### config.mk
export PLATFORM = sky130hd
export DESIGN_NAME = apb_master
export DESIGN_NICKNAME = d
export VERILOG_FILES = /design/src/rtl/apb_pkg.sv /design/src/rtl/apb_wait_timer.sv /design/src/rtl/apb_master.sv
export SDC_FILE = /design/constraint.sdc
export NUM_CORES = 1
export LEC_CHECK = 0
export ABC_CLOCK_PERIOD_IN_PS = 2400
export CAP_MARGIN = 25
export CORE_UTILIZATION = 42
export CTS_CLUSTER_SIZE = 30
export DETAILED_ROUTE_END_ITERATION = 6
export GPL_ROUTABILITY_DRIVEN = 1
export PLACE_DENSITY_LB_ADDON = 0.3
export SYNTH_ARGS = -nofsm -noshare
export SYNTH_HDL_FRONTEND = slang
export SYNTH_HIERARCHICAL = 1
export SYNTH_SLANG_ARGS = --single-unit
### constraint.sdc
create_clock -name PCLK -period 2.4 [get_ports PCLK]
set_input_delay 0.48 -clock PCLK [delete_from_list [all_inputs] [get_ports PCLK]]
set_output_delay 0.48 -clock PCLK [all_outputs]
set_load 0.005 [all_outputs]
### src/rtl/apb_pkg.sv
// APB master shared types and constants.
// State encoding, default widths, alignment mask, counter sizing.
package apb_pkg;

  localparam int APB_ADDR_W = 32;
  localparam int APB_DATA_W = 32;

  localparam logic [1:0] ALIGN_MASK = 2'b11;

  typedef enum logic [1:0] {
    ST_IDLE   = 2'd0,
    ST_SETUP  = 2'd1,
    ST_ACCESS = 2'd2,
    ST_RESP   = 2'd3
  } apb_state_e;

  // A limit of 0 still needs a 1-bit counter to keep ports legal.
  function automatic int cnt_width(input int t);
    return (t < 1) ? 1 : $clog2(t + 1);
  endfunction

endpackage

### src/rtl/apb_wait_timer.sv
// Saturating wait-state counter for the APB ACCESS phase.
// expired flags count==limit; a zero limit never expires.
module apb_wait_timer #(
  parameter int W = 8
) (
  input  logic         clk,
  input  logic         rst_n,
  input  logic         clear,
  input  logic         enable,
  input  logic [W-1:0] limit,
  output logic         expired
);

  logic [W-1:0] count;

  always_ff @(posedge clk or negedge rst_n) begin
    if (!rst_n) begin
      count <= '0;
    end else if (clear) begin
      count <= '0;
    end else if (enable && (count != '1)) begin
      count <= count + 1'b1;
    end
  end

  assign expired = (limit != '0) && (count == limit);

endmodule

### src/rtl/apb_master.sv
// Single-outstanding APB master: command in, response out.
// Misaligned commands bypass the bus; long waits abort by timeout.
module apb_master
  import apb_pkg::*;
#(
  parameter int ADDR_W         = APB_ADDR_W,
  parameter int DATA_W         = APB_DATA_W,
  parameter int TIMEOUT_CYCLES = 255
) (
  input  logic              PCLK,
  input  logic              PRESETn,
  input  logic              cmd_valid,
  output logic              cmd_ready,
  input  logic              cmd_write,
  input  logic [ADDR_W-1:0] cmd_addr,
  input  logic [DATA_W-1:0] cmd_wdata,
  output logic              rsp_valid,
  input  logic              rsp_ready,
  output logic [DATA_W-1:0] rsp_rdata,
  output logic              rsp_err,
  output logic              rsp_timeout,
  output logic              PSELx,
  output logic              PENABLE,
  output logic              PWRITE,
  output logic [ADDR_W-1:0] PADDR,
  output logic [DATA_W-1:0] PWDATA,
  input  logic [DATA_W-1:0] PRDATA,
  input  logic              PREADY,
  input  logic              PSLVERR
);

  localparam int CNT_W = cnt_width(TIMEOUT_CYCLES);
  localparam logic [CNT_W-1:0] LIMIT = CNT_W'(TIMEOUT_CYCLES);

  apb_state_e state;

  logic misaligned;
  logic accept;
  logic tmr_clear;
  logic tmr_en;
  logic expired;

  assign cmd_ready  = (state == ST_IDLE);
  assign misaligned = |(cmd_addr[1:0] & ALIGN_MASK);
  assign accept     = cmd_ready && cmd_valid;
  assign tmr_clear  = accept && !misaligned;
  assign tmr_en     = (state == ST_ACCESS) && !PREADY;

  apb_wait_timer #(
    .W(CNT_W)
  ) u_timer (
    .clk    (PCLK),
    .rst_n  (PRESETn),
    .clear  (tmr_clear),
    .enable (tmr_en),
    .limit  (LIMIT),
    .expired(expired)
  );

  always_ff @(posedge PCLK or negedge PRESETn) begin
    if (!PRESETn) begin
      state       <= ST_IDLE;
      PSELx       <= 1'b0;
      PENABLE     <= 1'b0;
      PWRITE      <= 1'b0;
      PADDR       <= '0;
      PWDATA      <= '0;
      rsp_valid   <= 1'b0;
      rsp_rdata   <= '0;
      rsp_err     <= 1'b0;
      rsp_timeout <= 1'b0;
    end else begin
      unique case (state)
        ST_IDLE: begin
          if (cmd_valid) begin
            if (misaligned) begin
              state       <= ST_RESP;
              rsp_valid   <= 1'b1;
              rsp_err     <= 1'b1;
              rsp_timeout <= 1'b0;
              rsp_rdata   <= '0;
            end else begin
              state   <= ST_SETUP;
              PSELx   <= 1'b1;
              PENABLE <= 1'b0;
              PWRITE  <= cmd_write;
              PADDR   <= cmd_addr;
              PWDATA  <= cmd_wdata;
            end
          end
        end
        ST_SETUP: begin
          state   <= ST_ACCESS;
          PENABLE <= 1'b1;
        end
        ST_ACCESS: begin
          // A completion on the timeout cycle takes precedence.
          unique case (1'b1)
            PREADY: begin
              state       <= ST_RESP;
              PSELx       <= 1'b0;
              PENABLE     <= 1'b0;
              rsp_valid   <= 1'b1;
              rsp_err     <= PSLVERR;
              rsp_timeout <= 1'b0;
              rsp_rdata   <= (PWRITE || PSLVERR) ? '0 : PRDATA;
            end
            (!PREADY && expired): begin
              state       <= ST_RESP;
              PSELx       <= 1'b0;
              PENABLE     <= 1'b0;
              rsp_valid   <= 1'b1;
              rsp_err     <= 1'b1;
              rsp_timeout <= 1'b1;
              rsp_rdata   <= '0;
            end
            default: begin
              state <= ST_ACCESS;
            end
          endcase
        end
        ST_RESP: begin
          if (rsp_ready) begin
            state       <= ST_IDLE;
            rsp_valid   <= 1'b0;
            rsp_err     <= 1'b0;
            rsp_timeout <= 1'b0;
            rsp_rdata   <= '0;
          end
        end
        default: begin
          state <= ST_IDLE;
        end
      endcase
    end
  end

endmodule

# After elaboration in Yosys (flattened, before gate mapping)
# Index checks and enable logic that the tools add are counted.
op_classes:
  n_addsub: 1
  eq_ne: 11
  muxes: 31
  n_bitwise: 1
  reduce_logical: 21
op_table:
  columns: ["cell", "count"]
  rows:
  - ["32-bit two-way mux", 4]
  - ["32-bit one-hot mux with 3 select lines", 1]
  - ["32-bit one-hot mux with 2 select lines", 1]
  - ["8-bit two-way mux", 2]
  - ["1-bit two-way mux", 12]
  - ["1-bit one-hot mux with 3 select lines", 4]
  - ["5-bit AND reduction", 2]
  - ["8-bit by 1-bit adder with 8-bit output (second input constant)", 1]
  - ["8-bit equality test (second input constant)", 1]
  - ["2-bit inequality test (second input constant)", 4]
  - ["8-bit inequality test (second input constant)", 1]
  - ["2-bit one-hot mux with 4 select lines", 1]
  - ["4-bit AND reduction", 2]
  - ["2-bit two-way mux", 3]
  - ["1-bit one-hot mux with 2 select lines", 3]
  - ["3-bit nonzero test", 2]
  - ["1-bit logical AND", 5]
  - ["2-bit equality test (second input constant)", 2]
  - ["2-bit nonzero test", 2]
  - ["2-bit OR reduction", 2]
  - ["3-bit by 2-bit inequality test with 1-bit output (second input constant)", 1]
  - ["3-bit AND reduction", 1]
  - ["2-bit by 1-bit equality test with 1-bit output (second input constant)", 1]
  - ["1-bit logical NOT", 2]
  - ["other kinds (5)", 5]
totals:
  ff_bits: 112
  elab_cells: 76

# Longest topological paths before layout
logic_depth:
  depth_word: 5
  ltp_mapped: 8
  ltp_nobuf: 7

# Cells and area by module
# Netlist, hierarchy kept.
modules_own_cells:
  columns: ["module", "instances", "cells_per_inst", "area_each_um2", "seq_area_each_um2"]
  rows:
  - ["apb_master", 1, 329, 4197.8, 2602.5]
  - ["apb_wait_timer", 1, 60, 570.5, 200.2]

# Worst setup path before layout
# OpenSTA, ideal clock, no wires.
synth_path:
  kind: "register -> register"
  from: "reg state[0]"
  to: "reg rsp_err"
  setup_ps: 125
  t_arrival_ps: 1864
  slack_ps: 411
  stages_incl_launch_ff: 8
  n_path_buf: 1
  synth_period_minus_slack_ps: 1989
  path_cell_list: "dfrtp_1 inv_1 ha_1 nor2b_1 a2111o_1 or2_1 buf_6 mux2_4"
synth_between:
  elab_chain_len: 3
  word_cells_on_any_way: 10
synth_lines:
  columns: ["item", "line", "text"]
  rows:
  - ["from (decl)", "apb_master.sv:35", "apb_state_e state;"]
  - ["from (signal assigned)", "apb_master.sv:62", "state <= ST_IDLE;"]
  - ["from (signal assigned)", "apb_master.sv:77", "state <= ST_RESP;"]
  - ["from (signal assigned)", "apb_master.sv:83", "state <= ST_SETUP;"]
  - ["2-bit equality test / 2-bit logical NOT (equally long branches)", "apb_master.sv:73", "unique case (state)"]
  - ["3-bit by 2-bit inequality test with 1-bit output (no source line), or another cell as far along", null, null]
  - ["5-bit AND reduction (no source line)", null, null]
  - ["to (signal assigned)", "apb_master.sv:70", "rsp_err <= 1'b0;"]
  - ["to (signal assigned)", "apb_master.sv:79", "rsp_err <= 1'b1;"]
  - ["to (signal assigned)", "apb_master.sv:104", "rsp_err <= PSLVERR;"]
  - ["to (decl)", "apb_master.sv:20", "output logic rsp_err,"]
# Several ways; a longest one is shown, not always the timed one.
# A chain may end at the register's enable or synchronous reset.

# Final worst setup path
layout_path:
  from: "reg state[0]"
  to: "out cmd_ready"
layout_between:
  elab_chain_len: 1
layout_lines:
  columns: ["item", "line", "text"]
  rows:
  - ["2-bit logical NOT", "apb_master.sv:43", "assign cmd_ready = (state == ST_IDLE);"]
  - ["to (decl)", "apb_master.sv:13", "output logic cmd_ready,"]
# No other way between the ends.

==> flow_metrics.tcl <==
set metrics [dict create \
    start_kind "flop" \
    skew_ns 0.0101 \
    synth-async-reset-ratio_pct 100 \
    fin_crit_ns 2.21 \
    finalWorstSetupSlack_ns 0.190 \
    top_layer_used "met4" \
    yosys_warnings 6 \
    cts_setup_buffers 0 \
    dp.cells 735 \
    vias 3756 \
    die_w_um 109 \
    io_buffers 205 \
    cts.clk_slew.worst_paths_ns 0.07 \
    hpwl_mm 8.73 \
    cp.required_ns 1.92 \
    avgSynthCellArea_um2 12.3 \
    powerDensity_nw_per_um2 1100 \
    chipHeight_um 109 \
    cts_tree "yes" \
    drt_wl_total_mm 12.2 \
    grt_pass1_wl_mm 18.7 \
    slew_headroom_pct 60.1 \
    netlist_top_cells_area "dfrtp_1 (59%), mux2_2 (15%), o21ai_1 (4.4%)" \
    worstMarginPinSlew_ns 0.599 \
    wl_met3_um 687 \
    hold_viol_final 0 \
    insertion_delay_ns 0.35 \
    ioPinCount 206 \
    worst-path-max-fanout 6 \
    drt-initial-drc-count 163 \
    dpl_worst_slack_ns 0.123 \
    grt_pass1_vias 3831 \
    ys_types 45 \
    synth.cell_area_um2 4770 \
    rsz0062_at_grt "no" \
    final_cell_mix "clkdlybuf4s50_1 (204), dfrtp_1 (112), mux2_2 (64)" \
    die_area_um2 11800 \
    routedWlPerCell_um 16.2 \
    max_freq_mhz 453 \
    final_nets 716 \
    ctsHoldBuffers 0 \
    diodes 0 \
    wl_met1_mm 4.89 \
    synth_edf_count 0 \
    place.gp.congestion 0.820 \
    setup_viol 0 \
    critPathArrivalTime_ns 1.73 \
    cts_buffers 9 \
    slew_viol_final 0 \
    cts.htree.levels 3 \
    ant_nets 0 \
    synth_top_area_share_pct 58.8 \
    grt.overflow.total 0 \
    rows 38 \
    layout-drive-gt1-share_pct 16.5 \
    synth-main-ff-cell "dfrtp_1" \
    initial_core_util_pct 43.6 \
    stdcell_count 751 \
    cts_root_buf "clkbuf_16" \
    yosys_register_bits 112 \
    fin_crit_sh_pct 92.1 \
    run_status "finished clean" \
    cts.sinks 112 \
    grt_usage_pct 20.9 \
    final_common_cell "clkdlybuf4s50_1" \
    cts_buffer_depth 2 \
    antenna_found_initial 0 \
    synthCells 389 \
    coreArea_um2 10900 \
    yosysSeqAreaShare_pct 58.8 \
    path_class "flop to output pin" \
    met2WireLength_mm 6.37 \
    tns_ns 0 \
    area_delta_synth_final_pct 53.5 \
    drc 0 \
    power_leakage_nw 3.08 \
    grt_max_degree 113 \
    vias_per_cell 5.00 \
    hold_class "input pin to async pin" \
    ir_drop_mv 0.518 \
    crit_path_end_kind "output pin" \
    maxCapViolations 0 \
    drt_first_pass_iters 4 \
    synth_area_leader_cell "dfrtp_1" \
]
==> kinds of logic after synthesis <==
group / count (synthesis) / share of synthesized area [%]
mux: 67 / 16.0
simple gates: 75 / 8.16
xor+xnor: 7 / 1.29
compound gates: 91 / 10.8
other cells: 1 / 0.0786
flops: 112 / 58.8
buf+inv: 29 / 3.12
fa+ha+maj: 7 / 1.84
==> state kept, by name (all words and copies together), names as in the netlist <==
register / cells
rsp_valid: 1
PWDATA: 32
PSELx: 1
PWRITE: 1
rsp_timeout: 1
state: 2
u_timer/count: 8
rsp_rdata: 32
PENABLE: 1
rsp_err: 1
PADDR: 32
==> critical path, stage by stage (launching register included) <==
cell	delay, ns
dfrtp_1	0.42
inv_1	0.14
ha_1	0.28
clkdlybuf4s50_1	0.54
==> final cells by class <==
class	instances	area [µm²]
clock inverters	4	30.0
flip-flops and latches	112	2800
repair buffers	216	2170
multi-input cells	260	1880
well taps	140	175
inverters	7	26.3
fillers	851	3610
clock buffers	12	236
==> report_power, final <==
part           internal, W  switching (W)  total [W]
sequential         0.00266       0.000479    0.00314
clock             0.000710       0.000667    0.00138
combinational      0.00218        0.00133    0.00351
total              0.00555        0.00248    0.00803
==> Yosys cell counts (7+ instances only) <==
master,n
dfrtp_1,112
clkbuf_1,9
nand2_1,37
o21ai_1,42
buf_2,8
inv_1,7
mux2_2,64
ha_1,7
nor2b_1,7
o21ai_0,30
xor2_1,7
==> through the flow <==
step | cell area [µm²] | hold WS (ns) | total power (W) | util [%]
finish | 7320 | 0.192 | 0.00803 | 66.9
global route | 7320 | 0.259 | 0.00853 | 66.9
CTS | 7320 | 0.239 | 0.00813 | 66.9
detailed placement | 7050 | 0.488 | 0.00672 | 64.5
global placement | 7050 | 0.479 | 0.00658 | 64.5
floorplan | 4810 | 0.184 | 0.00464 | -
==> worst paths after layout <==
kind	start	to	slack, ns	depth (start not counted)
max	state[0]	cmd_ready	0.19	3
max reg2reg	u_timer/count[5]	rsp_rdata[13]	0.28	8
min in group PCLK	rsp_rdata[3]	rsp_rdata[3]	0.50	2
min	PRESETn	PWDATA[2]	0.19	2
max in group asynchronous	PRESETn	PWDATA[11]	1.75	2
min reg2reg	rsp_rdata[3]	rsp_rdata[3]	0.50	2
==> repair_timing <==
item,in CTS,in global routing
setup endpoints to repair,0,32
hold endpoints to repair,0,0
resized for setup,0,1
==> routing by layer <==
| layer | up-vias | GRT usage, % |
|---|---|---|
| li1 | 1783 | - |
| met4 | 0 | 8.88 |
| met5 | - | 0 |
| met1 | 1819 | 24.2 |
| met3 | 16 | 4.46 |
| met2 | 138 | 37.0 |
Power figures use the tool's default switching activity.
